$ cat src/rtl/instr_fetch.sv
// rtl/instr_fetch.sv - instruction fetch with one-entry skid buffer and flush redirect
// Optional misaligned-redirect trap enabled by defining IF_MISALIGN_TRAP_EN.
module instr_fetch #(
   parameter logic [31:0] RESET_PC = 32'h0000_0000
) (
   input  logic        clk,
   input  logic        rst,
   output logic        o_imem_req,
   output logic [31:0] o_imem_addr,
   input  logic        i_imem_ack,
   input  logic [31:0] i_imem_data,
   input  logic        i_stall,
   input  logic        i_flush,
   input  logic [31:0] i_branch_pc,
   output logic [31:0] o_instr,
   output logic [31:0] o_pc,
   output logic        o_ce,
   output logic        o_misalign
);

   typedef enum logic [2:0] {S_IDLE, S_REQ, S_SKID, S_DISCARD, S_TRAP} state_t;

   state_t      state, state_d;
   logic [31:0] pc, pc_d;
   logic [31:0] redir, redir_d;
   logic [31:0] instr_d, opc_d;
   logic        ce_d;
   logic [31:0] skid_instr, skid_instr_d;
   logic [31:0] skid_pc, skid_pc_d;
   logic        slot_free;
   logic [31:0] target;
   logic        trap_flush;
   logic        trap_pending;

   assign slot_free = !o_ce || !i_stall;
   assign target    = {i_branch_pc[31:2], 2'b00};

`ifdef IF_MISALIGN_TRAP_EN
   logic misalign, misalign_d;

   assign trap_flush   = i_flush && (i_branch_pc[1:0] != 2'b00);
   assign trap_pending = misalign;
   assign o_misalign   = misalign;

   always_comb begin
      misalign_d = misalign;
      if (trap_flush && (state == S_REQ || state == S_SKID || state == S_DISCARD))
         misalign_d = 1'b1;
   end

   always_ff @(posedge clk or posedge rst) begin
      if (rst) misalign <= 1'b0;
      else     misalign <= misalign_d;
   end
`else
   logic unused_branch_lsb;

   assign unused_branch_lsb = ^i_branch_pc[1:0];
   assign trap_flush        = 1'b0;
   assign trap_pending      = 1'b0;
   assign o_misalign        = 1'b0;
`endif

   always_comb begin
      state_d      = state;
      pc_d         = pc;
      redir_d      = redir;
      instr_d      = o_instr;
      opc_d        = o_pc;
      ce_d         = o_ce && i_stall;
      skid_instr_d = skid_instr;
      skid_pc_d    = skid_pc;
      o_imem_req   = 1'b0;
      o_imem_addr  = pc;
      case (state)
         S_IDLE: begin
            o_imem_addr = 32'h0;
            state_d     = S_REQ;
         end
         S_REQ: begin
            o_imem_req = 1'b1;
            if (i_flush) begin
               ce_d = 1'b0;
               if (trap_flush) begin
                  state_d = i_imem_ack ? S_TRAP : S_DISCARD;
               end else if (i_imem_ack) begin
                  pc_d = target;
               end else begin
                  redir_d = target;
                  state_d = S_DISCARD;
               end
            end else if (i_imem_ack) begin
               pc_d = pc + 32'd4;
               if (slot_free) begin
                  instr_d = i_imem_data;
                  opc_d   = pc;
                  ce_d    = 1'b1;
               end else begin
                  skid_instr_d = i_imem_data;
                  skid_pc_d    = pc;
                  state_d      = S_SKID;
               end
            end
         end
         S_SKID: begin
            // No request is outstanding here, so a redirect can restart fetch directly.
            if (i_flush) begin
               ce_d         = 1'b0;
               skid_instr_d = 32'h0;
               skid_pc_d    = 32'h0;
               if (trap_flush) begin
                  state_d = S_TRAP;
               end else begin
                  pc_d    = target;
                  state_d = S_REQ;
               end
            end else if (!i_stall) begin
               instr_d = skid_instr;
               opc_d   = skid_pc;
               ce_d    = 1'b1;
               state_d = S_REQ;
            end
         end
         S_DISCARD: begin
            // Old request stays on the bus until acked; its data is dropped.
            o_imem_req = 1'b1;
            if (i_flush) begin
               ce_d = 1'b0;
               if (!trap_flush) redir_d = target;
            end
            if (i_imem_ack) begin
               if (trap_pending || trap_flush) begin
                  state_d = S_TRAP;
               end else begin
                  pc_d    = i_flush ? target : redir;
                  state_d = S_REQ;
               end
            end
         end
         S_TRAP: begin
            ce_d = 1'b0;
         end
         default: begin
            state_d = S_IDLE;
         end
      endcase
   end

   always_ff @(posedge clk or posedge rst) begin
      if (rst) state <= S_IDLE;
      else     state <= state_d;
   end

   always_ff @(posedge clk or posedge rst) begin
      if (rst) begin
         pc         <= RESET_PC;
         redir      <= RESET_PC;
         o_instr    <= 32'h0;
         o_pc       <= 32'h0;
         o_ce       <= 1'b0;
         skid_instr <= 32'h0;
         skid_pc    <= 32'h0;
      end else begin
         pc         <= pc_d;
         redir      <= redir_d;
         o_instr    <= instr_d;
         o_pc       <= opc_d;
         o_ce       <= ce_d;
         skid_instr <= skid_instr_d;
         skid_pc    <= skid_pc_d;
      end
   end

endmodule

$ cat config.mk
export PLATFORM = sky130hd
export DESIGN_NAME = instr_fetch
export DESIGN_NICKNAME = d
export VERILOG_FILES = /design/src/rtl/instr_fetch.sv
export SDC_FILE = /design/constraint.sdc
export NUM_CORES = 1
export LEC_CHECK = 0
export ABC_AREA = 1
export BUFFER_PORTS_ARGS = -buffer_cell sky130_fd_sc_hd__buf_2
export CAP_MARGIN = 15
export CORE_MARGIN = 1
export CORE_UTILIZATION = 60
export CTS_CLUSTER_DIAMETER = 60
export DETAILED_ROUTE_END_ITERATION = 16
export GPL_TIMING_DRIVEN = 0
export PLACE_DENSITY = 0.9
export SLEW_MARGIN = 10
export SYNTH_ARGS = -nofsm -noshare
export SYNTH_HDL_FRONTEND = slang
export SYNTH_SLANG_ARGS = --single-unit
export TNS_END_PERCENT = 100
$ cat constraint.sdc
create_clock -name clk -period 15.3 [get_ports clk]
set_clock_uncertainty 0.05 [all_clocks]
set_input_delay 3.825 -clock clk [delete_from_list [all_inputs] [get_ports clk]]
set_output_delay 3.825 -clock clk [all_outputs]
set_load 0.02 [all_outputs]
**Yosys cells after proc, flatten, opt, wreduce, memory -nomap -nowiden**

Cells that the tools add are included.

- Input bits: 69
- Flip-flop bits (word level): 196
- Output and inout port bits: 99

- Eq/ne operators: 18
- Reduce and logical (&&, ||, !) cells: 14
- Bitwise logic cells: 1
- Add/subtract/negate cells: 1
- Muxes and demuxes: 48

Operator list:

| operator | count |
|---|---|
| $mux 32 | 26 |
| $pmux 32 s2 | 5 |
| $pmux 32 s3 | 1 |
| $add 32x3->32 const B | 1 |
| $mux 3 | 7 |
| $ne 2x2->1 const B | 10 |
| $pmux 3 s5 | 1 |
| $ne 3x3->1 const B | 4 |
| $reduce_and 6->1 | 2 |
| $mux 1 | 7 |
| $eq 3x2->1 const B | 2 |
| $reduce_and 5->1 | 1 |
| $pmux 1 s4 | 1 |
| $reduce_and 4->1 | 1 |
| $reduce_bool 2->1 | 2 |
| $eq 3x1->1 const B | 1 |
| $eq 3x3->1 const B | 1 |
| $logic_not 3->1 | 1 |
| $reduce_and 3->1 | 1 |
| $reduce_bool 3->1 | 1 |
| $logic_not 1->1 | 2 |
| $reduce_or 2->1 | 1 |
| $logic_and 1x1->1 | 1 |
| $logic_or 1x1->1 | 1 |
| $not 1->1 | 1 |

**Logic depth before layout (Yosys ltp)**

Gate-level depths: netlist of the first run.

- Depth after elaboration: 6
- Mapped depth: 12

**Least setup slack after synthesis of the first run**

No wires, ideal clock.

- Kind: input -> register
- Start point: input i_flush
- End point: register skid_pc[10]
- Data required time: 15117 ps
- Slack: 10135 ps
- Data arrival time: 4983 ps
- Setup time: 133 ps
- Stages on the path: 6
- Path through: buf_2 > nor4_4 > inv_2 > a21oi_4 > buf_2 > o22ai_1

- Word-level cells in the longest chain between the ends: 2
- Elaborated cells between the ends (all ways): 3
- Those cells by class: 2 x eq/ne; 1 x reduce/logical

Ends and longest elaborated chain:

| element | line | text |
|---|---|---|
| start, declared | 13 | `input logic i_flush,` |
| $ne 2x2->1 (no source line) | - |  |
| $reduce_and 5->1 (no source line) * | - |  |
| end signal, assigned | 170 | `skid_pc <= skid_pc_d;` |
| end, declared | 29 | `logic [31:0] skid_pc, skid_pc_d;` |

Every way passes the cells marked *; elsewhere a longest branch is shown, timed or not.
A chain may end at the register's enable or synchronous reset.

**Worst setup path in the final report of the first run**

- Start point: register state[1]
- End point: output o_imem_addr[14]

- Word-level cells in the longest chain between the ends: 2

Ends and longest elaborated chain:

| element | line | text |
|---|---|---|
| start, declared | 23 | `state_t state, state_d;` |
| start signal, assigned | 151 | `else state <= state_d;` |
| $logic_not 3->1 | 75 | `case (state)` |
| $mux 32 | 75 |  |
| end, declared | 9 | `output logic [31:0] o_imem_addr,` |

No other way between the ends.

==> results of run 1 <==
[worst min path at each step]
stage,startpoint,to,cells past startpoint
finish,redir[1],redir[1],2
global placement,redir[0],redir[0],2
floorplan,redir[0],redir[0],2
global route,redir[0],redir[0],2
CTS,redir[0],redir[0],2
detailed placement,redir[0],redir[0],2
[placed cells by master, fill, tap and decap left out, types with 3 or more instances in the layout]
cell       netlist  final
nand2_1        377    377
dfrtp_1        195    195
buf_2           28    191
nor2_1         161    161
inv_1          140    139
o21ai_0         81     81
a31oi_1         68     68
o22ai_1         48     48
clkbuf_1        42     43
nand3_1         38     38
a21oi_1         36     36
clkbuf_16        0     17
a311oi_1        15     15
xor2_1           9      9
mux2_2           7      7
a22oi_1          6      6
inv_8            0      4
a221oi_1         3      3
buf_1            3      3
inv_2            3      3
clkinv_4         0      3
[state kept, by name, indices dropped and copies added, names as in the netlist]
register	cells
o_ce	1
skid_instr	32
o_instr	32
o_pc	32
pc	32
redir	32
skid_pc	32
state	2
[logic make-up (layout without fill, tap and decap cells)]
group / Yosys count / after routing / share of synthesized area (%)
simple gates: 586 / 586 / 23.41
compound gates: 264 / 264 / 16.08
buf+inv: 221 / 417 / 8.992
flops: 195 / 195 / 49.74
xor+xnor: 9 / 9 / 0.8036
mux: 7 / 7 / 0.8036
fa+ha+maj: 1 / 1 / 0.1275
other cells: 1 / 1 / 0.03823
[cell type report]
cell class | instances | area (um^2) | area share [%]
buffer | 78 | 345.3 | 2.998
clock buffer | 19 | 442.9 | 3.846
clock inverter | 13 | 143.9 | 1.249
inverter | 143 | 544.3 | 4.726
multi-input combinational | 868 | 4048 | 35.14
sequential | 195 | 4880 | 42.37
tap | 216 | 270.3 | 2.347
timing repair buffer | 164 | 843.3 | 7.322
[per-layer routing]
| metal | vias up | routed length (um) | global-route usage (%) |
|---|---|---|---|
| li1 | 4539 | - | - |
| met2 | 620 | 13630 | 58.19 |
| met4 | 0 | 1168 | 17.51 |
| met5 | - | 0 | 0 |
| met1 | 4659 | 11420 | 46.03 |
| met3 | 97 | 2773 | 6.724 |
[critical path, stage by stage (launching register included)]
cell	delay [ns]
dfrtp_1	0.44
buf_4	0.20
nor2_1	0.54
clkbuf_1	0.46
nor2_1	0.15
buf_2	0.19
[report_power, final]
group          total (mW)  internal [mW]  switching, mW  leakage [nW]
logic               0.954          0.321          0.633          3.06
registers           0.937          0.756          0.181          2.30
clock network       0.449          0.235          0.214         0.283
total                2.34           1.31           1.03          5.65
==> impl_metrics.ini, run 1 <==
[timing]
fmax_ghz = 0.1586
setup_viol = 0
hold_viol = 0
min_period_over_period_pct = 41.22
hold_slack_ns = 0.4309
worst_slack_ns = 8.993
worstMarginPinSlew_ns = 0.8024
rsz0062_at_grt = no
max-slew-margin-rel_pct = 46.11
fin_crit_ns = 6.307
slew_viol_final = 0
setup_tns_ns = 0

[min_path]
holdCritPathClass = reg2reg

[routing]
detail_route.wl_per_cell_um = 17.10
drc = 0
drt_iter0_drc = 1270
vias = 9915
viasPerCell = 5.846
routed_wl_um = 29000
drt_pass1_iterations = 5
drtAntennaViolNets = 0

[synthesis]
netlist_top_cells_area = dfrtp_1 (50%), nand2_1 (14%), nor2_1 (6.2%), inv_1 (5.4%), a31oi_1 (4.3%)
yosysMostFrequentCell = nand2_1
synth-edff-count = 0
synth_top_flop_cell = dfrtp_1
syn-cell-area_mm2 = 0.009809
synth-seq-cells = 195
synth_fp_nets = 1354
synth_cell_types = 35
yosys.area.top_type_share_pct = 49.74
syn_inst = 1284
ys.warnings.count = 0
yosysSeqAreaShare_pct = 49.74
synthArstFlopShare_pct = 100.0
avgSynthCellArea_um2 = 7.640
synth_top_area_cell = dfrtp_1
synthTopCellsByCount = nand2_1 (377), dfrtp_1 (195), nor2_1 (161), inv_1 (140), o21ai_0 (81)

[setup_path]
crit_arrival_ns = 2.43
reg2reg_to = pc[10]
crit-reg2reg-launch = state[1]
cp-start-kind = flip-flop
endpoint_kind = output pin
rr_worst_depth = 8
cp.required_ns = 11.43
reg2reg_slack_ns = 12.73
crit_start = state[1]
path_max_fanout = 10
crit_end = o_imem_addr[14]
critPathKind = reg2out

[clock_network]
cts-root-buf = clkbuf_16
cts_tree = yes
ctsResizeCount = 0
postCtsHoldBufs = 0
post_cts_buffers = 0
cts_buffer_depth = 2
clkTransAtPathRegs_ns = 0.07
htreeDepth = 4
clock_latency_ns = 0.44
numCtsBuffers = 17
cts_sinks = 195

[cells_and_area]
final.fill_count = 1227
synthToLayoutAreaGrowth_pct = 17.41
drive_gt1_share_pct = 16.49
post-route-util_pct = 72.24
nets = 1537
num_antenna_cells = 0
fin_area_mm2 = 0.01152
final_cells = 1696

[pwr]
power_density_mw_per_mm2 = 203.2
power_leakage_nw = 5.645
ir_drop_mv = 0.1055
p_total_mw = 2.340

[run_status]
status = finished clean

[grt]
grt.overflow.total = 0
antenna_found_initial = 0
grt_pass1_vias = 9145
track_usage_pct = 35.68
grt_max_degree = 120
grt_pass1_wl_um = 46030

[floorplanning]
die_x_um = 129.9
start_util_pct = 61.53
rows = 46
coreArea_mm2 = 0.01594
die_h_um = 129.9
top_level_ports = 168
dieArea_mm2 = 0.01686

[flow_run]
drv_cap = 0

[placed_design]
placed_cell_area_mm2 = 0.01093
post-dp-hpwl_um = 20800
dp_cells = 1664
pre_cts_slack_ns = 9.376
finalWeightedCongestion = 0.9620
port_buffers = 163
No activity file was read; power rests on OpenSTA's default activity.
==> inputs of run 2 (changes only) <==
--- a/config.mk
+++ b/config.mk
@@ -9,11 +9,11 @@
 export BUFFER_PORTS_ARGS = -buffer_cell sky130_fd_sc_hd__buf_2
 export CAP_MARGIN = 15
 export CORE_MARGIN = 1
-export CORE_UTILIZATION = 60
+export CORE_UTILIZATION = 51
 export CTS_CLUSTER_DIAMETER = 60
 export DETAILED_ROUTE_END_ITERATION = 16
 export GPL_TIMING_DRIVEN = 0
-export PLACE_DENSITY = 0.9
+export PLACE_DENSITY = 0.82
 export SLEW_MARGIN = 10
 export SYNTH_ARGS = -nofsm -noshare
 export SYNTH_HDL_FRONTEND = slang
==> constraint.sdc (replaced) <==
create_clock -name clk -period 5.66 [get_ports clk]
set_clock_uncertainty 0.05 [all_clocks]
set_input_delay 1.415 -clock clk [delete_from_list [all_inputs] [get_ports clk]]
set_output_delay 1.415 -clock clk [all_outputs]
set_load 0.02 [all_outputs]
==> impl_metrics.ini, run 2 (synthesis results as in run 1) <==
[run_status]
status = finished clean

[cells_and_area]
num_antenna_cells = 0
nets = 1541
drive_gt1_share_pct = 16.72
multiInputGateArea_mm2 = 0.004048
final_cells = 1717
synthToLayoutAreaGrowth_pct = 17.97
post-route-util_pct = 61.66
final_common_cell = nand2_1
final_cell_mix = nand2_1 (377), dfrtp_1 (195), buf_2 (191)
final.fill_count = 1644
ff_latch_area_mm2 = 0.004880

[setup_path]
rr_worst_depth = 8
critical_path.cell_chain = buf_4 > nor2_1 > clkbuf_1 > nor2_1 > buf_2
critPathMaxStageDelay_ns = 0.62
cp.required_ns = 4.20
path_max_fanout = 10
crit_top_cell = nor2_1
crit_arrival_ns = 2.53
cpMaxStageDelayCell = nor2_1
endpoint_kind = output pin
reg2reg_to = pc[10]
critPathKind = reg2out
cp-start-kind = flip-flop
reg2reg_slack_ns = 3.05
crit-reg2reg-launch = state[1]

[floorplanning]
die_h_um = 140.7
top_level_ports = 168
start_util_pct = 52.27
dieArea_mm2 = 0.01979
rows = 50
coreArea_mm2 = 0.01877
die_x_um = 140.7

[placed_design]
post-dp-hpwl_um = 21390
dp_cells = 1686
finalWeightedCongestion = 0.9816
port_buffers = 163

[grt]
antenna_found_initial = 0
grt_max_degree = 40
grt_pass1_wl_um = 45710
track_usage_pct = 29.46
grt.overflow.total = 0
grt_pass1_vias = 8894

[clock_network]
post_cts_buffers = 0
ctsResizeCount = 0
clock_latency_ns = 0.44
cts_tree = yes
htreeDepth = 4
cts_sinks = 195
cts_buffer_depth = 2
numCtsBuffers = 17
clkTransAtPathRegs_ns = 0.07
postCtsHoldBufs = 0
cts-root-buf = clkbuf_16

[min_path]
hold_start = redir[0]
holdPathStages = 2
holdCritPathClass = reg2reg
min_to = redir[0]

[timing]
fin_crit_ns = 3.997
min_period_over_period_pct = 70.62
hold_slack_ns = 0.4265
fmax_ghz = 0.2502
setup_tns_ns = 0
max-slew-margin-rel_pct = 45.71
setup_viol = 0
hold_viol = 0
worstMarginPinSlew_ns = 0.8113
rsz0062_at_grt = no
slew_viol_final = 0

[routing]
routed_wl_um = 28320
drc = 0
drtAntennaViolNets = 0
drt_iter0_drc = 1117
detail_route.wl_per_cell_um = 16.49
drt_pass1_iterations = 7
viasPerCell = 5.504
vias = 9451

[pwr]
p_total_mw = 6.220
power_density_mw_per_mm2 = 537.5
ir_drop_mv = 0.2251
power_leakage_nw = 5.660

[flow_run]
drv_cap = 0
## run 2: layout make-up
cell class | instances | share of cell area, %
sequential | 195 | 42.17
multi-input combinational | 868 | 34.98
timing repair buffer | 168 | 7.979
inverter | 143 | 4.671
clock buffer | 17 | 3.676
buffer | 78 | 2.984
tap | 234 | 2.530
clock inverter | 14 | 1.016
## run 2: layer usage
metal / GRT usage (%) / part of all wire (%) / up-vias
met5: 0 / 0 / -
li1: - / - / 4541
met1: 38.90 / 41 / 4350
met3: 4.654 / 8.2 / 70
met4: 11.56 / 3.1 / 0
met2: 48.89 / 47 / 490
## run 2: where the power goes
part | internal, mW | switching [mW] | leakage, nW
logic | 0.873 | 1.67 | 3.09
registers | 2.04 | 0.472 | 2.30
clock network | 0.575 | 0.581 | 0.266
## run 2: how the worst max path moves through the flow
stage          slack, ns         endpoint      from  cells after the start
3_3_place_gp        0.58        redir[26]       rst                      2
3_5_place_dp        2.17    skid_instr[4]   i_stall                      7
4_1_cts             1.71  o_imem_addr[14]  state[1]                      5
2_1_floorplan       1.68             o_ce       rst                      1
5_1_grt             1.64  o_imem_addr[14]  state[1]                      5
6_report            1.66  o_imem_addr[15]  state[1]                      5
## run 2: worst max-delay path, delay by kind of cell, from the launching register on
family | cells | cell delay (ns)
flip-flops | 1 | 0.46
AND/OR/NAND/NOR | 2 | 0.77
buffers and inverters | 3 | 0.85
## run 2: per-stage QoR
step | worst slack [ns] | cell area, um^2
final | 1.663 | 11570
after global routing | 1.638 | 11570
after CTS | 1.707 | 11570
after detailed placement | 2.174 | 11030
after global placement | 0.5804 | 10920
after floorplan | 1.677 | 9813
